File: config.mk
export PLATFORM = sky130hd
export DESIGN_NAME = log_msg_receiver_flat
export DESIGN_NICKNAME = d
export VERILOG_FILES = /design/src/rtl/log_msg_if.sv /design/src/rtl/log_msg_receiver.sv /design/src/flat_wrapper.sv
export SDC_FILE = /design/constraint.sdc
export NUM_CORES = 1
export LEC_CHECK = 0
export BUFFER_PORTS_ARGS = -buffer_cell sky130_fd_sc_hd__buf_4
export CAP_MARGIN = 30
export CORE_ASPECT_RATIO = 1.5
export CORE_MARGIN = 2
export CORE_UTILIZATION = 35
export DETAILED_ROUTE_END_ITERATION = 6
export HOLD_SLACK_MARGIN = 0.08
export SETUP_SLACK_MARGIN = 0.1
export SLEW_MARGIN = 10
export SYNTH_ARGS = -nofsm -noshare
export SYNTH_HDL_FRONTEND = slang
export SYNTH_SLANG_ARGS = --single-unit
File: constraint.sdc
create_clock -name clk -period 8.3 [get_ports clk]
set_clock_uncertainty 0.05 [all_clocks]
set_input_delay 0.83 -clock clk [delete_from_list [all_inputs] [get_ports clk]]
set_output_delay 0.83 -clock clk [all_outputs]
set_load 0.005 [all_outputs]
File: src/rtl/log_msg_if.sv
// log_msg_if: log byte-stream input, replayed payload output and per-message metadata
interface log_msg_if #(parameter int TS_WIDTH = 32);
   logic                s_axis_valid;
   logic                s_axis_ready;
   logic [7:0]          s_axis_data;
   logic                s_axis_last;
   logic                m_axis_valid;
   logic                m_axis_ready;
   logic [7:0]          m_axis_data;
   logic                m_axis_last;
   logic [1:0]          m_sev;
   logic [1:0]          m_verb;
   logic                m_trunc;
   logic                m_empty;
   logic [TS_WIDTH-1:0] m_timestamp;
   modport slave (
      input  s_axis_valid, s_axis_data, s_axis_last, m_axis_ready,
      output s_axis_ready, m_axis_valid, m_axis_data, m_axis_last,
             m_sev, m_verb, m_trunc, m_empty, m_timestamp
   );
   modport master (
      output s_axis_valid, s_axis_data, s_axis_last, m_axis_ready,
      input  s_axis_ready, m_axis_valid, m_axis_data, m_axis_last,
             m_sev, m_verb, m_trunc, m_empty, m_timestamp
   );
endinterface

File: src/rtl/log_msg_receiver.sv
// log_msg_receiver: parses, filters, timestamps, buffers and replays log messages,
// keeping saturating per-severity counters and a sticky fatal flag
module log_msg_receiver #(
   parameter int MAX_LEN   = 128,
   parameter int TS_WIDTH  = 32,
   parameter int CNT_WIDTH = 16
) (
   input  logic                 clk,
   input  logic                 rst,
   input  logic [1:0]           cfg_verbosity,
   log_msg_if.slave             bus,
   output logic [CNT_WIDTH-1:0] cnt_info,
   output logic [CNT_WIDTH-1:0] cnt_warning,
   output logic [CNT_WIDTH-1:0] cnt_error,
   output logic [CNT_WIDTH-1:0] cnt_dropped,
   output logic                 fatal_seen
);
   localparam int LW = $clog2(MAX_LEN + 1);
   localparam int IW = MAX_LEN > 1 ? $clog2(MAX_LEN) : 1;
   localparam logic [1:0] IDLE    = 2'd0;
   localparam logic [1:0] PAYLOAD = 2'd1;
   localparam logic [1:0] DISCARD = 2'd2;
   localparam logic [1:0] EMIT    = 2'd3;

   logic [1:0]          state;
   logic [LW-1:0]       len, nextLen, rdPtr, emitLen;
   logic [7:0]          mem [MAX_LEN];
   logic [TS_WIDTH-1:0] tsCount;
   logic                sHs, mHs, hdrOk, lenFull, commitFwd, commitDrop;
   logic [1:0]          fwdSev;

   function automatic logic [CNT_WIDTH-1:0] satInc(input logic [CNT_WIDTH-1:0] c, input logic en);
      return (en && !(&c)) ? c + CNT_WIDTH'(1) : c;
   endfunction

   always_comb begin
      bus.s_axis_ready = state != EMIT;
      sHs        = bus.s_axis_valid && bus.s_axis_ready;
      mHs        = bus.m_axis_valid && bus.m_axis_ready;
      hdrOk      = bus.s_axis_data[7:4] == 4'hA &&
                   !(bus.s_axis_data[3:2] == 2'd0 && bus.s_axis_data[1:0] > cfg_verbosity);
      lenFull    = len == LW'(MAX_LEN);
      nextLen    = lenFull ? len : len + LW'(1);
      fwdSev     = state == IDLE ? bus.s_axis_data[3:2] : bus.m_sev;
      commitFwd  = sHs && bus.s_axis_last && ((state == IDLE && hdrOk) || state == PAYLOAD);
      commitDrop = sHs && bus.s_axis_last && ((state == IDLE && !hdrOk) || state == DISCARD);
   end

   always_ff @(posedge clk)
      if (state == PAYLOAD && sHs && !lenFull) mem[IW'(len)] <= bus.s_axis_data;

   always_ff @(posedge clk) begin
      if (rst) begin
         state            <= IDLE;
         len              <= '0;
         rdPtr            <= '0;
         emitLen          <= '0;
         tsCount          <= '0;
         bus.m_axis_valid <= 1'b0;
         bus.m_axis_data  <= 8'h00;
         bus.m_axis_last  <= 1'b0;
         bus.m_sev        <= 2'd0;
         bus.m_verb       <= 2'd0;
         bus.m_trunc      <= 1'b0;
         bus.m_empty      <= 1'b0;
         bus.m_timestamp  <= '0;
      end else begin
         tsCount <= tsCount + TS_WIDTH'(1);
         case (state)
            IDLE: if (sHs) begin
               bus.m_sev       <= bus.s_axis_data[3:2];
               bus.m_verb      <= bus.s_axis_data[1:0];
               bus.m_timestamp <= tsCount;
               bus.m_trunc     <= 1'b0;
               bus.m_empty     <= 1'b0;
               len             <= '0;
               rdPtr           <= '0;
               if (!hdrOk) state <= bus.s_axis_last ? IDLE : DISCARD;
               else if (bus.s_axis_last) begin
                  state            <= EMIT;
                  bus.m_empty      <= 1'b1;
                  bus.m_axis_valid <= 1'b1;
                  bus.m_axis_data  <= 8'h00;
                  bus.m_axis_last  <= 1'b1;
                  emitLen          <= LW'(1);
               end else state <= PAYLOAD;
            end
            PAYLOAD: if (sHs) begin
               len <= nextLen;
               if (lenFull) bus.m_trunc <= 1'b1;
               if (bus.s_axis_last) begin
                  // the final byte may land in mem[0] on this same edge, so bypass it
                  state            <= EMIT;
                  bus.m_axis_valid <= 1'b1;
                  bus.m_axis_data  <= len == '0 ? bus.s_axis_data : mem[0];
                  bus.m_axis_last  <= nextLen == LW'(1);
                  emitLen          <= nextLen;
               end
            end
            DISCARD: if (sHs && bus.s_axis_last) state <= IDLE;
            default: if (mHs) begin
               if (bus.m_axis_last) begin
                  state            <= IDLE;
                  bus.m_axis_valid <= 1'b0;
                  bus.m_axis_last  <= 1'b0;
               end else begin
                  rdPtr           <= rdPtr + LW'(1);
                  bus.m_axis_data <= mem[IW'(rdPtr + LW'(1))];
                  bus.m_axis_last <= (rdPtr + LW'(2)) == emitLen;
               end
            end
         endcase
      end
   end

   always_ff @(posedge clk) begin
      if (rst) begin
         cnt_info    <= '0;
         cnt_warning <= '0;
         cnt_error   <= '0;
         cnt_dropped <= '0;
         fatal_seen  <= 1'b0;
      end else begin
         cnt_info    <= satInc(cnt_info, commitFwd && fwdSev == 2'd0);
         cnt_warning <= satInc(cnt_warning, commitFwd && fwdSev == 2'd1);
         cnt_error   <= satInc(cnt_error, commitFwd && fwdSev[1]);
         cnt_dropped <= satInc(cnt_dropped, commitDrop);
         fatal_seen  <= fatal_seen || (commitFwd && fwdSev == 2'd3);
      end
   end
endmodule

File: src/flat_wrapper.sv
// flat-port wrapper written by rule: the top's interface ports become plain ports
module log_msg_receiver_flat 
#(
   parameter int MAX_LEN   = 128,
   parameter int TS_WIDTH  = 32,
   parameter int CNT_WIDTH = 16
)
  (clk, rst, cfg_verbosity, cnt_info, cnt_warning, cnt_error, cnt_dropped, fatal_seen, bus_s_axis_valid, bus_s_axis_data, bus_s_axis_last, bus_m_axis_ready, bus_s_axis_ready, bus_m_axis_valid, bus_m_axis_data, bus_m_axis_last, bus_m_sev, bus_m_verb, bus_m_trunc, bus_m_empty, bus_m_timestamp);
  log_msg_if #(.TS_WIDTH(TS_WIDTH)) bus_i ();
  input  logic clk;
  input  logic rst;
  input  logic [1:0] cfg_verbosity;
  output logic [CNT_WIDTH-1:0] cnt_info;
  output logic [CNT_WIDTH-1:0] cnt_warning;
  output logic [CNT_WIDTH-1:0] cnt_error;
  output logic [CNT_WIDTH-1:0] cnt_dropped;
  output logic fatal_seen;
  input wire logic [$bits(bus_i.s_axis_valid)-1:0] bus_s_axis_valid;
  input wire logic [$bits(bus_i.s_axis_data)-1:0] bus_s_axis_data;
  input wire logic [$bits(bus_i.s_axis_last)-1:0] bus_s_axis_last;
  input wire logic [$bits(bus_i.m_axis_ready)-1:0] bus_m_axis_ready;
  output wire logic [$bits(bus_i.s_axis_ready)-1:0] bus_s_axis_ready;
  output wire logic [$bits(bus_i.m_axis_valid)-1:0] bus_m_axis_valid;
  output wire logic [$bits(bus_i.m_axis_data)-1:0] bus_m_axis_data;
  output wire logic [$bits(bus_i.m_axis_last)-1:0] bus_m_axis_last;
  output wire logic [$bits(bus_i.m_sev)-1:0] bus_m_sev;
  output wire logic [$bits(bus_i.m_verb)-1:0] bus_m_verb;
  output wire logic [$bits(bus_i.m_trunc)-1:0] bus_m_trunc;
  output wire logic [$bits(bus_i.m_empty)-1:0] bus_m_empty;
  output wire logic [$bits(bus_i.m_timestamp)-1:0] bus_m_timestamp;
  assign bus_i.s_axis_valid = bus_s_axis_valid;
  assign bus_i.s_axis_data = bus_s_axis_data;
  assign bus_i.s_axis_last = bus_s_axis_last;
  assign bus_i.m_axis_ready = bus_m_axis_ready;
  assign bus_s_axis_ready = bus_i.s_axis_ready;
  assign bus_m_axis_valid = bus_i.m_axis_valid;
  assign bus_m_axis_data = bus_i.m_axis_data;
  assign bus_m_axis_last = bus_i.m_axis_last;
  assign bus_m_sev = bus_i.m_sev;
  assign bus_m_verb = bus_i.m_verb;
  assign bus_m_trunc = bus_i.m_trunc;
  assign bus_m_empty = bus_i.m_empty;
  assign bus_m_timestamp = bus_i.m_timestamp;
  log_msg_receiver #(.MAX_LEN(MAX_LEN), .TS_WIDTH(TS_WIDTH), .CNT_WIDTH(CNT_WIDTH)) u_core (.clk(clk), .rst(rst), .cfg_verbosity(cfg_verbosity), .bus(bus_i), .cnt_info(cnt_info), .cnt_warning(cnt_warning), .cnt_error(cnt_error), .cnt_dropped(cnt_dropped), .fatal_seen(fatal_seen));
endmodule
==> reports/results.ini <==
[sta]
hold_violations=0
grt_setup_unrepaired=false
slew_viol_final=0
relSlewSlack_pct=33.43
timing_worst_slew_pin_value_ns=0.9951
period_needed_ns=4.400
max_freq_ghz=0.2273
fin_crit_sh_pct=53.02
holdWs_ns=0.4040
setup_violations=0
tns_ns=0

[layout]
fin_cells=5017
nNetsFinal=3198
drive_above_1_share_pct=18.39
final_cell_mix=edfxtp_1 (1024), nand2_1 (331), nor2_1 (316), mux4_2 (224), buf_4 (180)
final_common_cell=edfxtp_1
areaGrowthSynthToFinish_pct=13.35

[synth]
synthDistinctLibCells=76
synth_top_family_by_area=multiplexers
synth-compound-area-share_pct=3.468
synth-xor-area-share_pct=1.872
syn_area_um2=48060
synth-seq-area-share_pct=71.11
synth_fp_nets=3067
synthAdderAreaFrac_pct=0.4166
synth-simple-area-share_pct=9.196
synthFlopType=edfxtp_1
synthArstFlopShare_pct=0
yosys_register_bits=1195
synth_warnings=0
synth_edf_count=1024
synthCells=3036
synth.area.mux_share_pct=12.08
syn_avg_cell_area_um2=15.83

[worst_setup_path]
r2r_start=u_core.rdPtr[0]
timing_worst_setup_path_type=flip-flop to flip-flop
end_kind=flip-flop
r2r_cells=9
arrival_ns=5.02
path_max_fanout=37
ff2ff_setup_slack_ns=3.90
crit_required_ns=8.92
critPathLaunchType=flip-flop
r2r-end=u_core.bus.m_axis_data[2]

[power_and_ir_drop]
p_total_mw=12.02
power_density_nw_per_um2=220.7
peakVddDrop_v=0.0001784
static-leakage-power_nw=16.74

[floorplan]
die_width_um=306.6
die_height_um=457.8
ios=129
core-area_um2=136500
initial_core_util_pct=35.22
rows=166
dieArea_um2=140300

[clock_tree]
clk_pin_slew_ns=0.07
cts-root-buf=clkbuf_16
clock_sinks=1195
holdBufCountCts=0
clock_latency_ns=0.73
post-cts-setup-buffers=0
cts.repair.resized=0
cts_tree=yes
clk_path_buf_depth=3
cts_made_buffers=105
htreeDepth=3

[routing]
first_pass_iters=5
drt_iter0_drc=2723
routed_wl_mm=129.4
wl_per_cell_um=25.80
postRouteAntennaNets=0
viasPerCell=5.448
route.vias.total=27335
drc_errors=0

[hold_path]
min_to=u_core.bus.m_timestamp[21]
hold_path.class=flip-flop to flip-flop
min_from=u_core.bus.m_timestamp[21]
hold_path_depth=2

[global_route]
grt_pass1_wl_mm=189.4
grt_max_degree=96
grtUsageTotal_pct=18.34
overflow=0
grt_pass1_vias=27578
antenna_found_initial=3

[job]
cap_viol_max_count=0

[run_status]
status=completed

[place]
place.gp.congestion=0.8876
dpl.cell_count=4821
portBuffers=128
hpwl_mm=82.83

-- worst max path at each step --
stage	cells past startpoint	from	slack [ns]	end
after global routing	8	u_core.state[1]	3.64	u_core.mem[66][4]
after global placement	8	u_core.rdPtr[0]	3.68	u_core.bus.m_axis_data[2]
after detailed placement	8	u_core.rdPtr[0]	3.75	u_core.bus.m_axis_data[0]
final	9	u_core.rdPtr[0]	3.90	u_core.bus.m_axis_data[2]
after CTS	8	u_core.rdPtr[0]	3.74	u_core.bus.m_axis_data[0]
after floorplan	9	cfg_verbosity[1]	5.19	u_core.cnt_info[15]
-- routing by layer --
| layer | vias up | GRT usage, % | part of all wire [%] |
|---|---|---|---|
| met2 | 987 | 32.02 | 51 |
| li1 | 11954 | - | - |
| met4 | 0 | 9.276 | 5.2 |
| met5 | - | 0 | 0 |
| met1 | 14146 | 22.18 | 38 |
| met3 | 248 | 2.443 | 5.0 |
-- synthesized netlist by cell type (6+ instances only) --
master,number,area [um2]
nand2_1,335,1257
nor2b_1,18,112.6
ha_1,16,200.2
a32o_1,6,60.06
mux2i_1,70,700.7
clkbuf_1,74,277.8
xor2_1,57,499.2
buf_1,7,26.28
o22ai_1,8,50.05
xnor2_1,42,367.9
buf_6,6,67.56
or4_1,6,45.04
a211oi_1,12,90.09
nor2_1,316,1186
nor3_1,32,160.2
and3_1,20,125.1
a22oi_1,17,127.6
nand3_1,120,600.6
dfxtp_1,171,3423
buf_2,54,270.3
buf_4,23,172.7
a21oi_1,88,440.4
nand4_1,51,319.1
nor4_1,14,87.58
mux4_2,224,5045
o21ai_0,43,215.2
edfxtp_1,1024,30750
a31oi_1,25,156.4
and4_1,11,96.34
inv_1,21,78.83
a32oi_1,15,131.4
or3_1,14,87.58
and2_1,22,137.6
-- cell families after synthesis --
logic type                 Yosys count
buffers and inverters              185
and+or+nand+nor                    982
xor gates and xnor gates           101
DFF                               1195
adders and majority gates           16
AOI/OAI and AO/OA                  258
muxes                              299
-- flip-flops by register name, summed over array words and instances, names as in the netlist, 8 cells and up --
name                    flops
u_core.cnt_info            16
u_core.cnt_dropped         16
u_core.bus.m_axis_data      8
u_core.len                  8
u_core.cnt_error           16
u_core.tsCount             32
u_core.mem               1024
u_core.bus.m_timestamp     32
u_core.rdPtr                8
u_core.cnt_warning         16
u_core.emitLen              8
-- area by class of cell --
class | instances | area (um2)
well taps | 1764 | 2207
repair buffers | 188 | 1476
multi-input cells | 1656 | 13070
fillers | 12348 | 81990
inverters | 21 | 78.83
clock buffers | 129 | 2831
diodes | 2 | 5.005
clock inverters | 62 | 623.1
flip-flops and latches | 1195 | 34180
-- through the flow --
step	setup slack, ns	instance area [um2]	util, %
floorplan	5.193	48060	-
finish	3.900	54470	39.92
detailed placement	3.747	50950	37.34
global placement	3.678	50890	37.29
CTS	3.741	54400	39.87
global route	3.638	54470	39.91
-- worst max-delay path: stages (launching register included) --
cell,delay (ns)
dfxtp_4,0.80
buf_4,0.65
nand2_1,0.26
o41ai_2,0.42
buf_4,0.31
and2_1,0.69
nand4_1,0.49
nand4_1,0.33
o21ai_0,0.10
a21oi_1,0.17
-- where the power goes --
group,switching (mW),internal (mW)
sequential,0.0489,6.54
combinational,0.346,0.138
clock,2.21,2.74
Power figures use the tool's default switching activity.
